### config.mk
export PLATFORM = sky130hd
export DESIGN_NAME = gpio_in_resp
export DESIGN_NICKNAME = d
export VERILOG_FILES = /design/src/rtl/lsu_pkg.sv /design/src/rtl/gpio_sync.sv /design/src/rtl/gpio_in_resp.sv
export SDC_FILE = /design/constraint.sdc
export NUM_CORES = 1
export LEC_CHECK = 0
export CORE_MARGIN = 2
export CORE_UTILIZATION = 45
export DETAILED_ROUTE_END_ITERATION = 7
export PLACE_DENSITY_LB_ADDON = 0.3
export SYNTH_ARGS = -nofsm -noshare
export SYNTH_HDL_FRONTEND = slang
export SYNTH_SLANG_ARGS = --single-unit
### constraint.sdc
create_clock -name clk -period 1.9 [get_ports clk]
set_clock_uncertainty 0.2 [all_clocks]
set_input_delay 0.475 -clock clk [delete_from_list [all_inputs] [get_ports clk]]
set_output_delay 0.475 -clock clk [all_outputs]
set_load 0.01 [all_outputs]
### src/rtl/lsu_pkg.sv
// Shared LSU definitions: GPIO register map and load/store data-type encodings.
package lsu_pkg;

    localparam int unsigned LSU_ADDR_W = 12;

    // GPIO output registers live just below the input responder's window.
    localparam logic [LSU_ADDR_W-1:0] ADDR_GPIO_A    = 12'hEF0;
    localparam logic [LSU_ADDR_W-1:0] ADDR_GPIO_B    = 12'hEF4;
    localparam logic [LSU_ADDR_W-1:0] ADDR_GPIO_IN   = 12'hEF8;
    localparam logic [LSU_ADDR_W-1:0] ADDR_GPIO_STAT = 12'hEFC;
    localparam logic [LSU_ADDR_W-1:0] ADDR_GPIO_RISE = 12'hF00;
    localparam logic [LSU_ADDR_W-1:0] ADDR_GPIO_FALL = 12'hF04;

    typedef enum logic [2:0] {
        BYTE               = 3'd0,
        HALF_WORD          = 3'd1,
        WORD               = 3'd2,
        BYTE_UNSIGNED      = 3'd3,
        HALF_WORD_UNSIGNED = 3'd4
    } dtype_e;

endpackage

### src/rtl/gpio_sync.sv
// Per-pin two-flop synchroniser with an optional debounce filter.
// Define GPIO_DEBOUNCE_EN to insert a DEBOUNCE_CYCLES stability filter after the synchroniser.
module gpio_sync
    import lsu_pkg::*;
#(
    parameter int unsigned NUM_PINS        = 16,
    parameter int unsigned DEBOUNCE_CYCLES = 8
) (
    input  logic                clk,
    input  logic                reset_n,
    input  logic [NUM_PINS-1:0] pins_in,
    output logic [NUM_PINS-1:0] level_out
);

    logic [NUM_PINS-1:0] meta_q, meta_d;
    logic [NUM_PINS-1:0] sync_q, sync_d;

    always_comb begin
        meta_d = pins_in;
        sync_d = meta_q;
    end

    always_ff @(posedge clk or negedge reset_n) begin
        if (!reset_n) begin
            meta_q <= '0;
            sync_q <= '0;
        end else begin
            meta_q <= meta_d;
            sync_q <= sync_d;
        end
    end

`ifdef GPIO_DEBOUNCE_EN
    localparam int unsigned CNT_W = $clog2(DEBOUNCE_CYCLES + 1);
    localparam logic [CNT_W-1:0] CNT_LAST = CNT_W'(DEBOUNCE_CYCLES - 1);

    logic [CNT_W-1:0]    cnt_q [NUM_PINS];
    logic [CNT_W-1:0]    cnt_d [NUM_PINS];
    logic [NUM_PINS-1:0] filt_q, filt_d;

    // Counter tracks consecutive cycles of disagreement; any agreement restarts it.
    always_comb begin
        filt_d = filt_q;
        for (int i = 0; i < NUM_PINS; i++) begin
            cnt_d[i] = '0;
            if (sync_q[i] != filt_q[i]) begin
                if (cnt_q[i] == CNT_LAST) begin
                    filt_d[i] = sync_q[i];
                end else begin
                    cnt_d[i] = cnt_q[i] + 1'b1;
                end
            end
        end
    end

    always_ff @(posedge clk or negedge reset_n) begin
        if (!reset_n) begin
            for (int i = 0; i < NUM_PINS; i++) begin
                cnt_q[i] <= '0;
            end
            filt_q <= '0;
        end else begin
            cnt_q  <= cnt_d;
            filt_q <= filt_d;
        end
    end

    assign level_out = filt_q;
`else
    logic unused_debounce_cfg;
    assign unused_debounce_cfg = |DEBOUNCE_CYCLES;

    assign level_out = sync_q;
`endif

endmodule

### src/rtl/gpio_in_resp.sv
// Memory-mapped GPIO input responder: pin level, sticky W1C edge status, edge masks, level IRQ.
// Define GPIO_DEBOUNCE_EN to filter pins through a DEBOUNCE_CYCLES debounce before edge detection.
module gpio_in_resp
    import lsu_pkg::*;
#(
    parameter int unsigned DATA_WIDTH      = 32,
    parameter int unsigned ADDRESS_SPACE   = 4096,
    parameter int unsigned NUM_PINS        = 16,
    parameter logic [$clog2(ADDRESS_SPACE)-1:0] GPIO_IN_ADDR   = ADDR_GPIO_IN,
    parameter logic [$clog2(ADDRESS_SPACE)-1:0] GPIO_STAT_ADDR = ADDR_GPIO_STAT,
    parameter logic [$clog2(ADDRESS_SPACE)-1:0] GPIO_RISE_ADDR = ADDR_GPIO_RISE,
    parameter logic [$clog2(ADDRESS_SPACE)-1:0] GPIO_FALL_ADDR = ADDR_GPIO_FALL,
    parameter int unsigned DEBOUNCE_CYCLES = 8
) (
    input  logic                             clk,
    input  logic                             reset_n,
    input  logic [$clog2(ADDRESS_SPACE)-1:0] addr_in,
    input  logic [DATA_WIDTH-1:0]            data_in,
    input  logic                             WE_in,
    input  logic [NUM_PINS-1:0]              pins_in,
    output logic                             hit_out,
    output logic [DATA_WIDTH-1:0]            data_out,
    output logic                             irq_out
);

    logic [NUM_PINS-1:0]   level;
    logic [NUM_PINS-1:0]   prev_q, prev_d;
    logic [NUM_PINS-1:0]   status_q, status_d;
    logic [NUM_PINS-1:0]   rise_mask_q, rise_mask_d;
    logic [NUM_PINS-1:0]   fall_mask_q, fall_mask_d;
    logic [1:0]            arm_q, arm_d;
    logic [DATA_WIDTH-1:0] data_out_q, data_out_d;
    logic                  irq_q, irq_d;

    logic                  sel_in, sel_stat, sel_rise, sel_fall;
    logic                  armed;
    logic [NUM_PINS-1:0]   wr_val, w1c, rise, fall;
    logic                  unused_data;

    assign unused_data = ^data_in;

    gpio_sync #(
        .NUM_PINS        (NUM_PINS),
        .DEBOUNCE_CYCLES (DEBOUNCE_CYCLES)
    ) u_sync (
        .clk       (clk),
        .reset_n   (reset_n),
        .pins_in   (pins_in),
        .level_out (level)
    );

    always_comb begin
        sel_in   = (addr_in == GPIO_IN_ADDR);
        sel_stat = (addr_in == GPIO_STAT_ADDR);
        sel_rise = (addr_in == GPIO_RISE_ADDR);
        sel_fall = (addr_in == GPIO_FALL_ADDR);
        hit_out  = sel_in | sel_stat | sel_rise | sel_fall;
    end

    // Edges stay suppressed until the synchroniser has flushed its reset zeros.
    always_comb begin
        armed  = (arm_q == 2'd3);
        arm_d  = armed ? arm_q : arm_q + 2'd1;
        prev_d = level;
        rise   = armed ? (level & ~prev_q & rise_mask_q) : '0;
        fall   = armed ? (~level & prev_q & fall_mask_q) : '0;

        wr_val      = data_in[NUM_PINS-1:0];
        w1c         = (WE_in && sel_stat) ? wr_val : '0;
        status_d    = (status_q & ~w1c) | rise | fall;
        rise_mask_d = (WE_in && sel_rise) ? wr_val : rise_mask_q;
        fall_mask_d = (WE_in && sel_fall) ? wr_val : fall_mask_q;
        irq_d       = |status_q;
    end

    // Read mux samples the current registers, so a same-cycle write returns the old value.
    always_comb begin
        data_out_d = '0;
        if (sel_in) begin
            data_out_d[NUM_PINS-1:0] = level;
        end else if (sel_stat) begin
            data_out_d[NUM_PINS-1:0] = status_q;
        end else if (sel_rise) begin
            data_out_d[NUM_PINS-1:0] = rise_mask_q;
        end else if (sel_fall) begin
            data_out_d[NUM_PINS-1:0] = fall_mask_q;
        end
    end

    always_ff @(posedge clk or negedge reset_n) begin
        if (!reset_n) begin
            prev_q      <= '0;
            status_q    <= '0;
            rise_mask_q <= '0;
            fall_mask_q <= '0;
            arm_q       <= '0;
            data_out_q  <= '0;
            irq_q       <= 1'b0;
        end else begin
            prev_q      <= prev_d;
            status_q    <= status_d;
            rise_mask_q <= rise_mask_d;
            fall_mask_q <= fall_mask_d;
            arm_q       <= arm_d;
            data_out_q  <= data_out_d;
            irq_q       <= irq_d;
        end
    end

    assign data_out = data_out_q;
    assign irq_out  = irq_q;

endmodule
* Word-level counts from Yosys, hierarchy flattened *
Index checks and enable logic that the tools add are counted.

cells by class
  muxes and demuxes = 7
  reductions and logical operators = 4
  bitwise logic cells = 13
  multiply operators = 0
  divide/modulo/power cells = 0
  order comparisons = 0
  equality and inequality tests = 5
  shift-type cells = 0
  add/subtract/negate cells = 1

operator list
  kind                    count
  $mux W16                7
  $and A16 B16 Y16        5
  $eq A12 B12 Y1 const B  4
  $not A16 Y16            3
  $or A16 B16 Y16         2
  $reduce_or A16 Y1       1
  $logic_and A1 B1 Y1     3
  $or A1 B1 Y1            3
  $add A2 B1 Y2 const B   1
  $eq A2 B2 Y1 const B    1

word-level totals
  memory bits (read-only) = 0
  bits of input ports = 63
  memories = 0
  latch bits = 0
  bits in registers = 115
  output and inout bits = 34
  logic and storage cells = 39
  RAM bits = 0

* Depth between registers and ports, before layout *
Gate-level depths: netlist (run 1).

  depth in word-level cells = 7
  mapped depth = 6
  depth with buffers taken out = 3

* By module *
From an unflattened synthesis (run 1), not the netlist that was laid out.

unflattened totals
  cells, all modules = 326
  area total of the unflattened synthesis = 4591.9 sq um

by module, submodules not included
  module        cells each  times used  seq. area each (sq um)  area an instance (sq um)
  gpio_in_resp  294         1           2077.0                  3791.1
  gpio_sync     32          1           800.8                   800.8

* Least setup slack after synthesis (run 1) *
Ideal clock, no wire load.

  path type = input to output
  start point = input port addr_in[6]
  end point = output port hit_out
  required time = 1225 ps
  stages on the path = 4
  arrival = 1426 ps
  slack = -201 ps
  path through = nor4b_4 -> nand3_1 -> clkbuf_1 -> nand2_1

on the way
  longest elaborated chain between the ends = 4
  elaborated cells on any way between the ends = 7
  classes of those cells = 4 x eq/ne; 3 x bitwise

ends and longest elaborated chain
  element                            RTL line                                text
  from (decl)                        gpio_in_resp.sv:17                      input logic [$clog2(ADDRESS_SPACE)-1:0] addr_in,
  $eq A12 B12 Y1 (on tied branches)  gpio_in_resp.sv:53, gpio_in_resp.sv:54
  $or A1 B1 Y1 (2 in series)         gpio_in_resp.sv:57                      hit_out = sel_in | sel_stat | sel_rise | sel_fall;
  $or A1 B1 Y1 *                     gpio_in_resp.sv:57
  to (decl)                          gpio_in_resp.sv:21                      output logic hit_out,

Every way passes the cells marked *; elsewhere a longest branch is shown, timed or not.

* Worst setup path in the final report (run 1) *
  start point = input port addr_in[7]
  end point = output port hit_out

The elaborated chain is that of the path after synthesis.

==> results of run 1 <==
-- flip-flops by register name, indices dropped and copies added, names as in the netlist, 2 cells and up --
register and flops:
arm_q 2, status_q 16, prev_q 16, fall_mask_q 16, rise_mask_q 16, u_sync.level_out 16
u_sync.meta_q 16, data_out 16
-- metrics by stage --
stage | cells | TNS, ns | power, mW | cell area [sq um]
after CTS | 564 | -0.132 | 5.79 | 6060
after detailed placement | 528 | -29.98 | 2.85 | 5470
final | 565 | -0.120 | 5.73 | 6060
after global routing | 565 | -0.165 | 5.94 | 6060
after floorplan | 341 | -0.653 | 2.68 | 4680
after global placement | 528 | -29.02 | 2.84 | 5470
-- cells in the mapped netlist (all sizes together) (2+ instances only) --
cell type	n
buf	25
nand3b	16
nor4	5
o21ai	16
mux2	33
nand3	2
clkbuf	4
nand4	3
nor2b	17
mux2i	32
o22ai	16
dfrtp	115
nand2	17
a221o	16
-- routing by layer --
| metal | share of wire (%) | vias to the layer above | GRT usage (%) | wire length [microns] |
|---|---|---|---|---|
| li1 | - | 1349 | - | - |
| met1 | 44 | 1541 | 23.2 | 4220 |
| met2 | 51 | 81 | 30.7 | 4870 |
| met3 | 3.6 | 8 | 5.30 | 340 |
| met4 | 1.3 | 0 | 8.10 | 120 |
| met5 | 0 | - | 0 | 0 |
-- how the worst max path moves through the flow --
stage	start	end	slack, ns	cells after the start
finish	addr_in[7]	hit_out	-0.12	6
global route	addr_in[7]	hit_out	-0.16	6
CTS	addr_in[7]	hit_out	-0.13	6
detailed placement	addr_in[5]	hit_out	-0.86	5
global placement	addr_in[5]	hit_out	-0.85	5
floorplan	addr_in[4]	fall_mask_q[12]	-0.06	5
-- cells by family after synthesis --
group	Yosys count	share of synthesized area (%)
muxes	65	15.1
AOI/OAI and AO/OA	48	7.43
other	1	0.0818
and+or+nand+nor	66	9.91
xor gates and xnor gates	1	0.191
DFF	115	62.8
adders and majority gates	1	0.273
buffers and inverters	29	4.23
-- layout by cell type, fill, tap and decap left out, drive strengths merged, types with 2 or more instances in the layout --
cell             n
mux2i           32
nor2b           17
clkinv           4
clkdlybuf4s50   33
mux2            33
nand4            3
a221o           16
dlygate4sd2     21
o22ai           16
nor4             5
buf             30
clkdlybuf4s15    2
dfrtp          115
o21ai           16
clkinvlp         3
nand3            2
conb            16
nand3b          16
nand2           17
clkbuf          25
-- report_power, final --
part	internal (mW)	switching (mW)
Combinational	0.135	0.131
Sequential	2.51	0.0333
Clock	1.86	1.05
-- layout make-up --
class | instances | area [sq um]
flip-flops and latches | 115 | 2880
multi-input cells | 197 | 1620
fillers | 787 | 3760
well taps | 133 | 166
repair buffers | 88 | 840
clock inverters | 8 | 76.3
clock buffers | 24 | 480
-- repair_timing --
action                                  in CTS  in global routing
hold endpoints to repair                   115                  0
gates resized for setup                     55                  3
pin swaps                                    6                  4
hold buffers                                 1                  0
setup buffers                                3                  1
endpoints found under the setup margin      34                  1
==> flow_metrics.tcl, run 1 <==
set metrics [dict create \
    dieArea_sq_um 11000 \
    crit_buf_inv 3 \
    drive_gt1_share_pct 22.5 \
    cts.clk_slew.worst_paths_ns 0.05 \
    setup_viol 1 \
    path_cells "buf_6 -> buf_6 -> nor4_4 -> nand3_4 -> nand2_4 -> buf_6" \
    pin_count 97 \
    hp-class "in2async" \
    grt.total_usage_pct 18.7 \
    synth_edf_count 0 \
    status "finished with violations" \
    antennaDiodeCount 0 \
    coreArea_sq_um 9820 \
    r2r-end "status_q[13]" \
    yosysTopAreaCell "dfrtp_1" \
    synth_cells 326 \
    place_hpwl_mm 6.00 \
    synthDominantCellAreaShare_pct 62.8 \
    cts_made_buffers 17 \
    max_stage_delay_ns 0.35 \
    ys.flop_type "dfrtp_1" \
    slew_viol_final 0 \
    hold_viol 0 \
    drcViolationCount 0 \
    vias 2979 \
    syn_area_sq_um 4580 \
    gp_congestion 0.765 \
    cp-start-kind "input port" \
    r2r_start "arm_q[0]" \
    path_class "in2out" \
    rsz0062_at_grt "yes" \
    fin_crit_ns 2.02 \
    cp_common_cell "buf_6" \
    post-place-ws_ns -0.861 \
    grt-ovfl-total 0 \
    grt_pass1_wl_mm 15.9 \
    avgSynthCellArea_sq_um 14.1 \
    critical-path-top-delay-family "simple AND/OR/NAND/NOR gates" \
    routed_wl_mm 9.55 \
    cts_max_level 4 \
    cp.required_ns 1.22 \
    antenna_found_initial 0 \
    synth.area.top_cells "dfrtp_1 63%, mux2i_1 7.0%, mux2_2 5.7%" \
    num_rows 36 \
    crit_path_end_kind "output pin" \
    grt_start_max_net_pins 50 \
    syn_to_final_growth_pct 32.2 \
    tritoncts "built" \
    avgRoutedWirePerCell_microns 16.9 \
    final_util_pct 61.7 \
    arrival_ns 1.34 \
    layout.nets 483 \
    violations "negative setup slack" \
    p_per_area_nw_per_um2 945 \
    fp.dieW_microns 105 \
    r2r_slack_ns 0.45 \
    max_cap_violations 0 \
    crit_slowest_cell "nor4_4" \
    synth_cell_types 30 \
    cp_max_fo 2 \
    port_buffers 64 \
    cts_buffer_depth 2 \
    ant_nets 0 \
    grt_pass1_vias 3195 \
    drt-vias-per-instance 5.27 \
    async_flop_share_pct 100 \
    fmax_mhz 495 \
    root_buffer "clkbuf_8" \
    leakage_nw 2.77 \
    worstSkewPairLatency_ns 0.50 \
    worstRegToRegCells 3 \
    fin_crit_sh_pct 106 \
    drt_iter0_drc 122 \
    ys_ff_latch 115 \
    initial_core_util_pct 46.7 \
    yosysSeqAreaShare_pct 62.8 \
    ir_drop_v 0.000614 \
    chipHeight_microns 105 \
    fin_hold_ws_ns 0.141 \
    synth_warnings 0 \
    drt_pass1_iterations 4 \
    cts_sinks 115 \
    finalWorstSetupSlack_ns -0.120 \
]
Note: power is estimated with default switching activity, not from simulation.
==> inputs of run 2 (changes only) <==
--- a/config.mk
+++ b/config.mk
@@ -8,6 +8,7 @@
 export CORE_MARGIN = 2
 export CORE_UTILIZATION = 45
 export DETAILED_ROUTE_END_ITERATION = 7
+export GPL_ROUTABILITY_DRIVEN = 0
 export PLACE_DENSITY_LB_ADDON = 0.3
 export SYNTH_ARGS = -nofsm -noshare
 export SYNTH_HDL_FRONTEND = slang
==> results of run 2 <==
The final DEF is identical to that of run 1; final timing and power are the same.
==> inputs of run 3 (changes only) <==
--- a/config.mk
+++ b/config.mk
@@ -12,4 +12,5 @@
 export PLACE_DENSITY_LB_ADDON = 0.3
 export SYNTH_ARGS = -nofsm -noshare
 export SYNTH_HDL_FRONTEND = slang
+export SYNTH_HIERARCHICAL = 1
 export SYNTH_SLANG_ARGS = --single-unit
==> flow_metrics.tcl, run 3 <==
set metrics [dict create \
    status "finished with violations" \
    violations "negative setup slack" \
    ant_nets 0 \
    grt_start_max_net_pins 42 \
    setup_viol 1 \
    antenna_found_initial 0 \
    root_buffer "clkbuf_8" \
    cp.required_ns 1.22 \
    r2r-end "status_q[9]" \
    drive_gt1_share_pct 23.7 \
    p_switching_mw 1.26 \
    seqPwrFrac_pct 44.5 \
    cts_made_buffers 17 \
    rsz0062_at_grt "yes" \
    fin_crit_sh_pct 103 \
    chipHeight_microns 105 \
    switching_share_pct 22.0 \
    grt_pass1_wl_mm 15.9 \
    pwr-share-comb_pct 4.8 \
    crit_slowest_cell "nor4_4" \
    synth_edf_count 0 \
    final_cells 567 \
    drcViolationCount 0 \
    r2r_slack_ns 0.32 \
    num_rows 36 \
    ir_drop_v 0.000725 \
    cts.clk_slew.worst_paths_ns 0.06 \
    grt-ovfl-total 0 \
    synth_cells 326 \
    post-place-ws_ns -0.942 \
    port_buffers 64 \
    slew_viol_final 0 \
    syn_to_final_growth_pct 33.0 \
    pwr-share-clk_pct 50.7 \
    finalWorstSetupSlack_ns -0.0479 \
    synth.area.top_cells "dfrtp_1 63%, mux2i_1 7.0%, mux2_2 5.6%" \
    crit_path_end_kind "output pin" \
    cp_max_fo 2 \
    cts_sinks 115 \
    routed_wl_mm 9.63 \
    cts_buffer_depth 2 \
    worstRegToRegCells 3 \
    p_per_area_nw_per_um2 933 \
    worstSkewPairLatency_ns 0.50 \
    ys.flop_type "dfrtp_1" \
    synth_commonest_cells "115 x dfrtp_1, 32 x mux2i_1, 23 x mux2_2" \
    synthDominantCellAreaShare_pct 62.7 \
    p_total_mw 5.70 \
    p_int_mw 4.44 \
    crit_path_end "hit_out" \
    yosysTopAreaCell "dfrtp_1" \
    layout_common_cells "115 x dfrtp_1, 33 x clkdlybuf4s50_1, 32 x mux2i_1" \
    avgSynthCellArea_sq_um 14.1 \
    async_flop_share_pct 100 \
    layout.nets 485 \
    hp-class "reg2reg" \
    synthMostInstantiatedCell "dfrtp_1" \
    dieArea_sq_um 11000 \
    layout_commonest_cell "dfrtp_1" \
    antennaDiodeCount 0 \
    yosysSeqAreaShare_pct 62.7 \
    tritoncts "built" \
    r2r_start "arm_q[0]" \
    fin_tns_setup_ns -0.0479 \
    syn_area_sq_um 4590 \
    leakage_nw 2.79 \
    synth_warnings 6 \
    max_stage_delay_ns 0.35 \
    fmax_mhz 513 \
    place_hpwl_mm 5.93 \
    path_cells "buf_8 -> nor4_4 -> nand3_4 -> nand2_4 -> buf_6" \
    grt_pass1_vias 3093 \
    coreArea_sq_um 9820 \
    crit_path_start "addr_in[7]" \
    max_cap_violations 0 \
    arrival_ns 1.27 \
    final_util_pct 62.2 \
    drt-vias-per-instance 5.21 \
    fin_crit_ns 1.95 \
    synth_cell_types 28 \
    drt_pass1_iterations 4 \
    path_class "in2out" \
    avgRoutedWirePerCell_microns 17.0 \
    initial_core_util_pct 46.8 \
    ys_ff_latch 115 \
    grt.total_usage_pct 18.9 \
    fillerInstances 776 \
    pin_count 97 \
    cts_max_level 4 \
    numPlacedInstances 524 \
    fp.dieW_microns 105 \
    hold_viol 0 \
    vias 2953 \
    cp-start-kind "input port" \
    drt_iter0_drc 103 \
]
==> run 3: worst min path at each step <==
stage / to / depth (start not counted) / slack, ns / startpoint
final: u_sync/level_out[3] / 0 / 0.14 / u_sync/meta_q[3]
after floorplan: arm_q[0] / 0 / -0.02 / reset_n
after global placement: u_sync/level_out[6] / 0 / 0.13 / u_sync/meta_q[6]
after detailed placement: u_sync/level_out[7] / 0 / 0.13 / u_sync/meta_q[7]
after global routing: u_sync/level_out[3] / 0 / 0.15 / u_sync/meta_q[3]
after CTS: u_sync/level_out[3] / 0 / 0.14 / u_sync/meta_q[3]
==> run 3: routing by layer <==
layer  vias to the layer above  routed length [microns]  global-route usage (%)
met4                         0                       53                    5.43
met3                         4                      622                    6.18
met5                         -                        0                       0
met1                      1486                     4350                    25.5
li1                       1359                        -                       -
met2                       104                     4610                    29.3
==> run 3: area by class of cell <==
| cell class | instances | area [sq um] | area share [%] |
|---|---|---|---|
| flip-flops and latches | 115 | 2880 | 47.1 |
| clock buffers | 20 | 445 | 7.30 |
| clock inverters | 12 | 106 | 1.74 |
| multi-input cells | 197 | 1630 | 26.7 |
| repair buffers | 90 | 882 | 14.4 |
| well taps | 133 | 166 | 2.73 |
==> run 3: power groups by stage <==
stage / logic, mW / registers (mW) / clock network [mW]
after floorplan: 0.108 / 2.57 / 0
after detailed placement: 0.267 / 2.58 / 0
final: 0.273 / 2.54 / 2.89
after global routing: 0.300 / 2.55 / 3.08
after global placement: 0.262 / 2.58 / 0
after CTS: 0.267 / 2.54 / 2.95
==> run 3: critical path, delay by kind of cell <==
kind,cells,cell delay (ns)
AND/OR/NAND/NOR,3,0.59
buffers and inverters,2,0.21
==> run 3: cell families (layout without fill, tap and decap cells) <==
kind of cell	count (synthesis)	after routing	share of synthesized area, %
buf+inv	29	122	4.20
flops	115	115	62.7
mux	65	65	15.1
compound gates	48	48	7.41
xor+xnor	1	1	0.191
fa+ha+maj	1	1	0.272
other cells	1	16	0.0817
simple gates	66	66	10.1
==> run 3: what timing repair did <==
action,in CTS,in global routing
resized for setup,58,14
buffers inserted,5,4
endpoints found under the setup margin,50,15
hold endpoints to repair,100,0
pin swaps,8,6
hold buffers,1,0
gates cloned,1,0
==> run 3: per-stage QoR <==
| step | hold WS (ns) | cell area [sq um] |
|---|---|---|
| floorplan | -0.0206 | 4690 |
| global placement | 0.132 | 5460 |
| detailed placement | 0.135 | 5460 |
| CTS | 0.144 | 6060 |
| global route | 0.152 | 6110 |
| finish | 0.140 | 6110 |
